$ cat src/rtl/cv32e41s_rvfi_data_trans_fifo.sv
// cv32e41s_rvfi_data_trans_fifo
//   Tracks data-side OBI transactions from request acceptance until the
//   matching load/store retires in WB. Each entry holds the request fields
//   and, once it arrives, the in-order response. The head entry is presented
//   combinationally. A response that arrives for the head in the same cycle
//   is bypassed straight to the head outputs.
//
// Ports
//   clk, rst                      clock, asynchronous active-high reset
//   trans_valid_i, trans_*_i      accepted request (addr/we/be/wdata)
//   resp_valid_i, resp_rdata_i,
//   resp_err_i                    in-order response
//   wb_pop_i                      retirement in WB, consumes the head
//   out_valid_o, out_*_o          head entry request fields (0 when empty)
//   out_rdata_o, out_err_o        head response (0 until available)
//   out_resp_done_o               head response available (stored or bypassed)
//   count_o                       occupancy
//   overflow_o, protocol_err_o    sticky error flags
module cv32e41s_rvfi_data_trans_fifo #(
  parameter int DEPTH = 2
) (
  input  logic                       clk,
  input  logic                       rst,
  input  logic                       trans_valid_i,
  input  logic [31:0]                trans_addr_i,
  input  logic                       trans_we_i,
  input  logic [3:0]                 trans_be_i,
  input  logic [31:0]                trans_wdata_i,
  input  logic                       resp_valid_i,
  input  logic [31:0]                resp_rdata_i,
  input  logic                       resp_err_i,
  input  logic                       wb_pop_i,
  output logic                       out_valid_o,
  output logic [31:0]                out_addr_o,
  output logic                       out_we_o,
  output logic [3:0]                 out_be_o,
  output logic [31:0]                out_wdata_o,
  output logic [31:0]                out_rdata_o,
  output logic                       out_err_o,
  output logic                       out_resp_done_o,
  output logic [$clog2(DEPTH):0]     count_o,
  output logic                       overflow_o,
  output logic                       protocol_err_o
);

  localparam int PTR_W = $clog2(DEPTH);
  localparam int CNT_W = PTR_W + 1;
  localparam logic [CNT_W-1:0] FULL_CNT = CNT_W'(DEPTH);

  // Payload storage (not reset; only read while the control state marks it live)
  logic [31:0] r_addr  [DEPTH];
  logic        r_we    [DEPTH];
  logic [3:0]  r_be    [DEPTH];
  logic [31:0] r_wdata [DEPTH];
  logic [31:0] r_rdata [DEPTH];
  logic        r_err   [DEPTH];

  // Control state
  logic [DEPTH-1:0] r_resp_flag;
  logic [PTR_W-1:0] r_wr_ptr;
  logic [PTR_W-1:0] r_rd_ptr;
  logic [PTR_W-1:0] r_rsp_ptr;
  logic [CNT_W-1:0] r_count;
  logic [CNT_W-1:0] r_pending;
  logic             r_overflow;
  logic             r_protocol_err;

  logic w_valid;
  logic w_head_resp;
  logic w_bypass;
  logic w_resp_done;
  logic w_pop;
  logic w_push;
  logic w_resp;
  logic w_pop_err;
  logic w_resp_err;
  logic w_overflow_evt;

  assign w_valid     = (r_count != '0);
  assign w_head_resp = r_resp_flag[r_rd_ptr];
  assign w_resp      = resp_valid_i && (r_pending != '0);
  // The incoming response belongs to the head only when the head is the
  // oldest entry still waiting, i.e. rsp_ptr points at it.
  assign w_bypass    = !w_head_resp && w_resp && (r_rsp_ptr == r_rd_ptr);
  assign w_resp_done = w_valid && (w_head_resp || w_bypass);

  assign w_pop          = wb_pop_i && w_resp_done;
  // A full FIFO still accepts a push when the head leaves in the same cycle.
  assign w_push         = trans_valid_i && ((r_count != FULL_CNT) || w_pop);
  assign w_pop_err      = wb_pop_i && !w_resp_done;
  assign w_resp_err     = resp_valid_i && (r_pending == '0);
  assign w_overflow_evt = trans_valid_i && !w_push;

  always_ff @(posedge clk or posedge rst) begin
    if (rst) begin
      r_wr_ptr       <= '0;
      r_rd_ptr       <= '0;
      r_rsp_ptr      <= '0;
      r_count        <= '0;
      r_pending      <= '0;
      r_resp_flag    <= '0;
      r_overflow     <= 1'b0;
      r_protocol_err <= 1'b0;
    end else begin
      if (w_push) r_wr_ptr  <= r_wr_ptr + PTR_W'(1);
      if (w_pop)  r_rd_ptr  <= r_rd_ptr + PTR_W'(1);
      if (w_resp) r_rsp_ptr <= r_rsp_ptr + PTR_W'(1);
      r_count   <= r_count + CNT_W'(w_push) - CNT_W'(w_pop);
      r_pending <= r_pending + CNT_W'(w_push) - CNT_W'(w_resp);
      // Full FIFO with a bypassed pop and a push: both hit the same slot.
      // The clear for the new entry must win, so it is written last.
      if (w_resp) r_resp_flag[r_rsp_ptr] <= 1'b1;
      if (w_push) r_resp_flag[r_wr_ptr]  <= 1'b0;
      if (w_overflow_evt)          r_overflow     <= 1'b1;
      if (w_pop_err || w_resp_err) r_protocol_err <= 1'b1;
    end
  end

  always_ff @(posedge clk) begin
    if (w_push) begin
      r_addr[r_wr_ptr]  <= trans_addr_i;
      r_we[r_wr_ptr]    <= trans_we_i;
      r_be[r_wr_ptr]    <= trans_be_i;
      r_wdata[r_wr_ptr] <= trans_wdata_i;
    end
    if (w_resp) begin
      r_rdata[r_rsp_ptr] <= resp_rdata_i;
      r_err[r_rsp_ptr]   <= resp_err_i;
    end
  end

  assign out_valid_o     = w_valid;
  assign out_addr_o      = w_valid ? r_addr[r_rd_ptr]  : '0;
  assign out_we_o        = w_valid ? r_we[r_rd_ptr]    : 1'b0;
  assign out_be_o        = w_valid ? r_be[r_rd_ptr]    : '0;
  assign out_wdata_o     = w_valid ? r_wdata[r_rd_ptr] : '0;
  assign out_resp_done_o = w_resp_done;
  assign out_rdata_o     = !w_resp_done ? '0   : (w_head_resp ? r_rdata[r_rd_ptr] : resp_rdata_i);
  assign out_err_o       = !w_resp_done ? 1'b0 : (w_head_resp ? r_err[r_rd_ptr]   : resp_err_i);
  assign count_o         = r_count;
  assign overflow_o      = r_overflow;
  assign protocol_err_o  = r_protocol_err;

endmodule

$ cat config.mk
export PLATFORM = sky130hd
export DESIGN_NAME = cv32e41s_rvfi_data_trans_fifo
export DESIGN_NICKNAME = d
export VERILOG_FILES = /design/src/rtl/cv32e41s_rvfi_data_trans_fifo.sv
export SDC_FILE = /design/constraint.sdc
export NUM_CORES = 1
export LEC_CHECK = 0
export CAP_MARGIN = 25
export CORE_MARGIN = 10
export CORE_UTILIZATION = 45
export CTS_BUF_LIST = sky130_fd_sc_hd__clkbuf_8
export DETAILED_ROUTE_END_ITERATION = 8
export GPL_ROUTABILITY_DRIVEN = 0
export PLACE_DENSITY = 0.82
export SKIP_LAST_GASP = 1
export SLEW_MARGIN = 40
export SYNTH_ARGS = -nofsm -noshare
export SYNTH_HDL_FRONTEND = slang
export SYNTH_SLANG_ARGS = --single-unit
$ cat constraint.sdc
create_clock -name clk -period 5.25 [get_ports clk]
set_input_delay 1.05 -clock clk [delete_from_list [all_inputs] [get_ports clk]]
set_output_delay 1.05 -clock clk [all_outputs]
set_load 0.1 [all_outputs]
# After elaboration in Yosys (flattened, before gate mapping)
# Memory sizes are Yosys's and may differ from the RTL's.
# Cells that the tools add are included.
# Widths: inputs -> output; s select.
[totals]
regBits = 11
ramBits = 204
memories = 6
[mem_list]
columns = ["memory", "words", "word_bits", "read_ports", "rd_clocked_by_memory_dff", "wr", "line", "source"]
rows = [
  ["r_addr", 2, 32, 1, 0, 1, "51", "logic [31:0] r_addr [DEPTH];"],
  ["r_rdata", 2, 32, 1, 0, 1, "55", "logic [31:0] r_rdata [DEPTH];"],
  ["r_wdata", 2, 32, 1, 0, 1, "54", "logic [31:0] r_wdata [DEPTH];"],
  ["r_be", 2, 4, 1, 0, 1, "53", "logic [3:0] r_be [DEPTH];"],
  ["r_err", 2, 1, 1, 0, 1, "56", "logic r_err [DEPTH];"],
  ["r_we", 2, 1, 1, 0, 1, "52", "logic r_we [DEPTH];"],
]
[op_classes]
addsub = 7
n_lt_le_gt_ge = 5
n_eq_ne = 2
n_mux = 20
bitwise = 3
reduce_logical = 20
[ops]
columns = ["cell", "n"]
rows = [
  ["$mux 32", 4],
  ["$logic_and 1x1->1", 11],
  ["$mux 1", 11],
  ["$lt 1x2->1 const B", 3],
  ["$add 2x1->2", 2],
  ["$mux 2", 2],
  ["$mux 4", 1],
  ["$reduce_bool 2->1", 2],
  ["$sub 2x1->2", 2],
  ["$add 1x1->1 const B", 3],
  ["$logic_not 1->1", 3],
  ["$logic_or 1x1->1", 3],
  ["$and 2x2->2", 1],
  ["$demux 1 s1", 2],
  ["$ge 1x1->1 const B", 2],
  ["$logic_not 2->1", 1],
  ["$ne 2x2->1 const B", 1],
  ["$not 2->2", 1],
  ["$or 2x2->2", 1],
  ["$eq 1x1->1", 1],
]

# Longest topological paths before layout
[depth]
depth_word = 12
depth_mapped = 9
mapped_depth_nobuf = 8

# Worst setup path before layout
# OpenSTA, ideal clock, no wires.
[synth_timing]
path_type = "input port to flip-flop"
startpoint = "input port wb_pop_i"
endpoint = "memory r_addr[0][0] (enable)"
setup_ps = 496
arrival_ps = 4566
t_required_ps = 4754
slack_ps = 187
stages = 4
n_path_buf = 1
cell_sequence = "clkbuf_1 -> o211a_1 -> a221oi_4 -> nor2_1"
[synth_between]
elab_chain_len = 5
[synth_rtl]
columns = ["item", "line", "source"]
rows = [
  ["from (decl)", "32", "input logic wb_pop_i,"],
  ["$logic_and 1x1->1", "87", "assign w_pop = wb_pop_i && w_resp_done;"],
  ["$logic_or 1x1->1", "89", "assign w_push = trans_valid_i && ((r_count != FULL_CNT) || w_pop);"],
  ["$logic_and 1x1->1", "89", ""],
  ["$mux 1", "120", "if (w_push) begin"],
  ["$mux 1 (not written as such)", "121", "r_addr[r_wr_ptr] <= trans_addr_i;"],
  ["to (decl)", "51", ""],
]
# No other way between the ends.

# Worst setup path after layout
[layout_timing]
startpoint = "register r_rd_ptr"
endpoint = "output port out_rdata_o[17]"
[layout_between]
elab_chain_len = 8
elab_cells_between_ends = 11
classes_between = "1 x eq/ne; 4 x mux; 5 x reduce/logical; 1 x memory"
[layout_rtl]
columns = ["item", "line", "source"]
rows = [
  ["from (decl)", "61", "logic [PTR_W-1:0] r_rd_ptr;"],
  ["from (signal assigned)", "106", "if (w_pop) r_rd_ptr <= r_rd_ptr + PTR_W'(1);"],
  ["$mux 1 (not written as such) (2 in a row)", "80", "assign w_head_resp = r_resp_flag[r_rd_ptr];"],
  ["$logic_not 1->1", "84", "assign w_bypass = !w_head_resp && w_resp && (r_rsp_ptr == r_rd_ptr);"],
  ["$logic_and 1x1->1 (2 in a row)", "84", ""],
  ["$logic_or 1x1->1", "85", "assign w_resp_done = w_valid && (w_head_resp || w_bypass);"],
  ["$logic_and 1x1->1", "85", ""],
  ["$mux 32 *", "138", "assign out_rdata_o = !w_resp_done ? '0 : (w_head_resp ? r_rdata[r_rd_ptr] : resp_rdata_i);"],
  ["to (decl)", "38", "output logic [31:0] out_rdata_o,"],
]
# Mark *: on every way between the ends. The rest lies on a longest branch, timed or not. The select of a mux whose other input is x is not followed.

==> results.json <==
{
  "ys_seq_area_share_pct": 72.51,
  "initial_utilization_pct": 45.51,
  "root_buffer": "clkbuf_8",
  "rows": 51,
  "status": "finished clean",
  "die_x_um": 160.1,
  "fin_crit_sh_pct": 79.05,
  "wl_um": 21130,
  "drtPass1Iterations": 4,
  "max_slew_margin_pct": 53.44,
  "drv_slew": 0,
  "clkTransAtPathRegs_ns": 0.06,
  "num-fill-cells": 1533,
  "cts_buffer_depth": 3,
  "crit_family": "flip-flops",
  "ys_seq_elements": 215,
  "num_antenna_cells": 0,
  "ff2ff_setup_slack_ns": 2.31,
  "hold_class": "reg2reg",
  "synthCells": 578,
  "fp.dieH_um": 160.1,
  "portBuffers": 214,
  "antenna_found_initial": 1,
  "syn_to_final_growth_pct": 29.82,
  "grt_overflow_total": 0,
  "grt_pass1_wl_um": 32980,
  "cp_max_fo": 34,
  "worstRegToRegCells": 8,
  "dieArea_um2": 25620,
  "hold_viol": 0,
  "multi_input_area_um2": 2262,
  "clock.fmax_mhz": 240.9,
  "hp-start": "overflow_o",
  "cp_common_cell": "buf_4",
  "cts_tree": "yes",
  "grt_pass1_vias": 5937,
  "syn-num-nets": 688,
  "max_cap_violations": 0,
  "path_class": "reg2out",
  "grtUsageTotal_pct": 15.93,
  "cts_hold_buf": 0,
  "crit_arrival_ns": 3.10,
  "grt_max_degree": 70,
  "crit_buf_inv": 2,
  "layout_commonest_cell": "edfxtp_1",
  "utilization_pct": 59.08,
  "layout_common_cells": "edfxtp_1 (204), clkdlybuf4s50_1 (106), buf_2 (74), nor2_1 (70), mux2i_1 (69)",
  "insertion_delay_ns": 0.51,
  "slowest_stage": "dfrtp_4",
  "syn_avg_cell_area_um2": 15.27,
  "vias": 5667,
  "cp.required_ns": 4.20,
  "wl_per_cell_um": 19.31,
  "start_kind": "flip-flop",
  "reg2reg_from": "r_rd_ptr",
  "synth_cell_types": 39,
  "cts_resized": 0,
  "hold_path_end": "overflow_o",
  "cts_inserted_buffers": 35,
  "seqCellArea_um2": 6405,
  "post-cts-setup-buffer-count": 0,
  "drc": 0,
  "postRouteAntennaNets": 0,
  "holdPathStages": 1,
  "hpwl_um": 13970,
  "setup_violations": 0,
  "worst_setup_path_end_kind": "output port",
  "fin_skew_ns": 0.02597,
  "drt_iter0_markers": 316,
  "worst_pin_slew_ns": 0.6984,
  "htree_num_levels": 2,
  "finalSetupTns_ns": 0,
  "clkSinkCount": 215,
  "min_period_ns": 4.150,
  "vias_per_cell": 5.180,
  "drive_above_1_share_pct": 25.33,
  "crit_chain": "mux2i_4 -> buf_4 -> nand4_1 -> a21oi_1 -> buf_4",
  "core-area_um2": 19400,
  "rsz0062_at_grt": "false",
  "slowest_delay_ns": 0.87,
  "syn_area_um2": 8828,
  "r2r_end": "r_pending[1]",
  "final_nets": 916,
  "io-pin-count": 215,
  "synth_warnings": 0
}
[area by class of cell]
class | instances | area share [%]
flip-flops and latches | 215 | 55.88
multi-input cells | 320 | 19.74
repair buffers | 228 | 15.94
clock buffers | 37 | 4.443
well taps | 265 | 2.893
clock inverters | 23 | 0.9061
inverters | 6 | 0.1965
[sequential cells by signal, summed over array words and instances, names as in the netlist, 8 cells and up]
name,cells
r_be,8
r_wdata,64
r_rdata,64
r_addr,64
[Yosys cell counts]
master     instances  area (um2)
edfxtp_1         204        6126
nor2_1            74       277.8
mux2i_1           69       690.7
nand2_1           34       127.6
a21oi_1           33       165.2
mux2_2            33       371.6
nand4_1           33       206.5
clkbuf_1          18       67.56
buf_2             17       85.08
dfrtp_1           11       275.3
inv_1              5       18.77
nand2b_1           4       25.02
a211oi_1           3       22.52
ha_1               3       37.54
o211ai_1           3       22.52
o21ai_0            3       15.01
xnor2_1            3       26.28
xor2_1             3       26.28
a31oi_1            2       12.51
and2_1             2       12.51
nor2b_1            2       12.51
o22a_1             2       17.52
a21o_1             1       7.510
a221oi_1           1       8.760
a221oi_4           1       26.28
a22oi_1            1       7.510
and4_1             1       8.760
buf_1              1       3.750
buf_6              1       11.26
clkinv_1           1       3.750
mux2_4             1       15.01
mux2i_4            1       22.52
nand3_1            1       5.000
nor3_1             1       5.000
o2111ai_1          1       8.760
o211a_1            1       10.01
o21ai_2            1       8.760
o22ai_1            1       6.260
xnor2_4            1       27.53
[worst reg2reg max path: stages, from the launching register on]
cell and delay (ns):
dfrtp_4 0.87, mux2_4 0.55, a221oi_4 0.57, nand2b_1 0.18, ha_1 0.23, inv_1 0.06
ha_1 0.15, xnor2_1 0.13, xnor2_1 0.13
[through the flow]
step / area, um2 / hold WS, ns / std cells / setup slack [ns]
4_1_cts: 11460 / 0.4656 / 1094 / 1.039
5_1_grt: 11460 / 0.4945 / 1094 / 0.9105
2_1_floorplan: 8828 / 0.5075 / 578 / 0.1873
3_5_place_dp: 10850 / 0.4475 / 1034 / 1.383
3_3_place_gp: 11180 / 0.4517 / 1032 / 1.413
6_report: 11460 / 0.4635 / 1094 / 1.100
[logic make-up after synthesis]
family                   after synthesis  synth area share [%]
XOR/XNOR                               7                0.9072
AO/OA/AOI/OAI                         54                 3.841
multiplexers                         104                 12.46
buffers and inverters                 43                 2.154
AND/OR/NAND/NOR                      152                 7.710
adder cells (fa/ha/maj)                3                0.4252
flip-flops                           215                 72.51
[layer usage]
layer	vias up	part of all wire (%)	GRT usage [%]
li1	2640	-	-
met4	2	1.5	4.841
met3	31	13	8.689
met5	-	0.062	0
met2	248	46	24.13
met1	2746	39	19.14
[worst max path at each step]
stage / startpoint / cells past startpoint / to / slack (ns)
2_1_floorplan: wb_pop_i / 4 / r_addr[0][0] / 0.19
3_3_place_gp: resp_valid_i / 7 / out_rdata_o[10] / 1.41
3_5_place_dp: resp_valid_i / 7 / out_rdata_o[10] / 1.38
4_1_cts: r_rd_ptr / 5 / out_rdata_o[17] / 1.04
5_1_grt: r_rd_ptr / 5 / out_rdata_o[19] / 0.91
6_report: r_rd_ptr / 5 / out_rdata_o[17] / 1.10
Power is not shown: default switching activity piles up to over one toggle a cycle in this logic, so the estimate is an artifact.
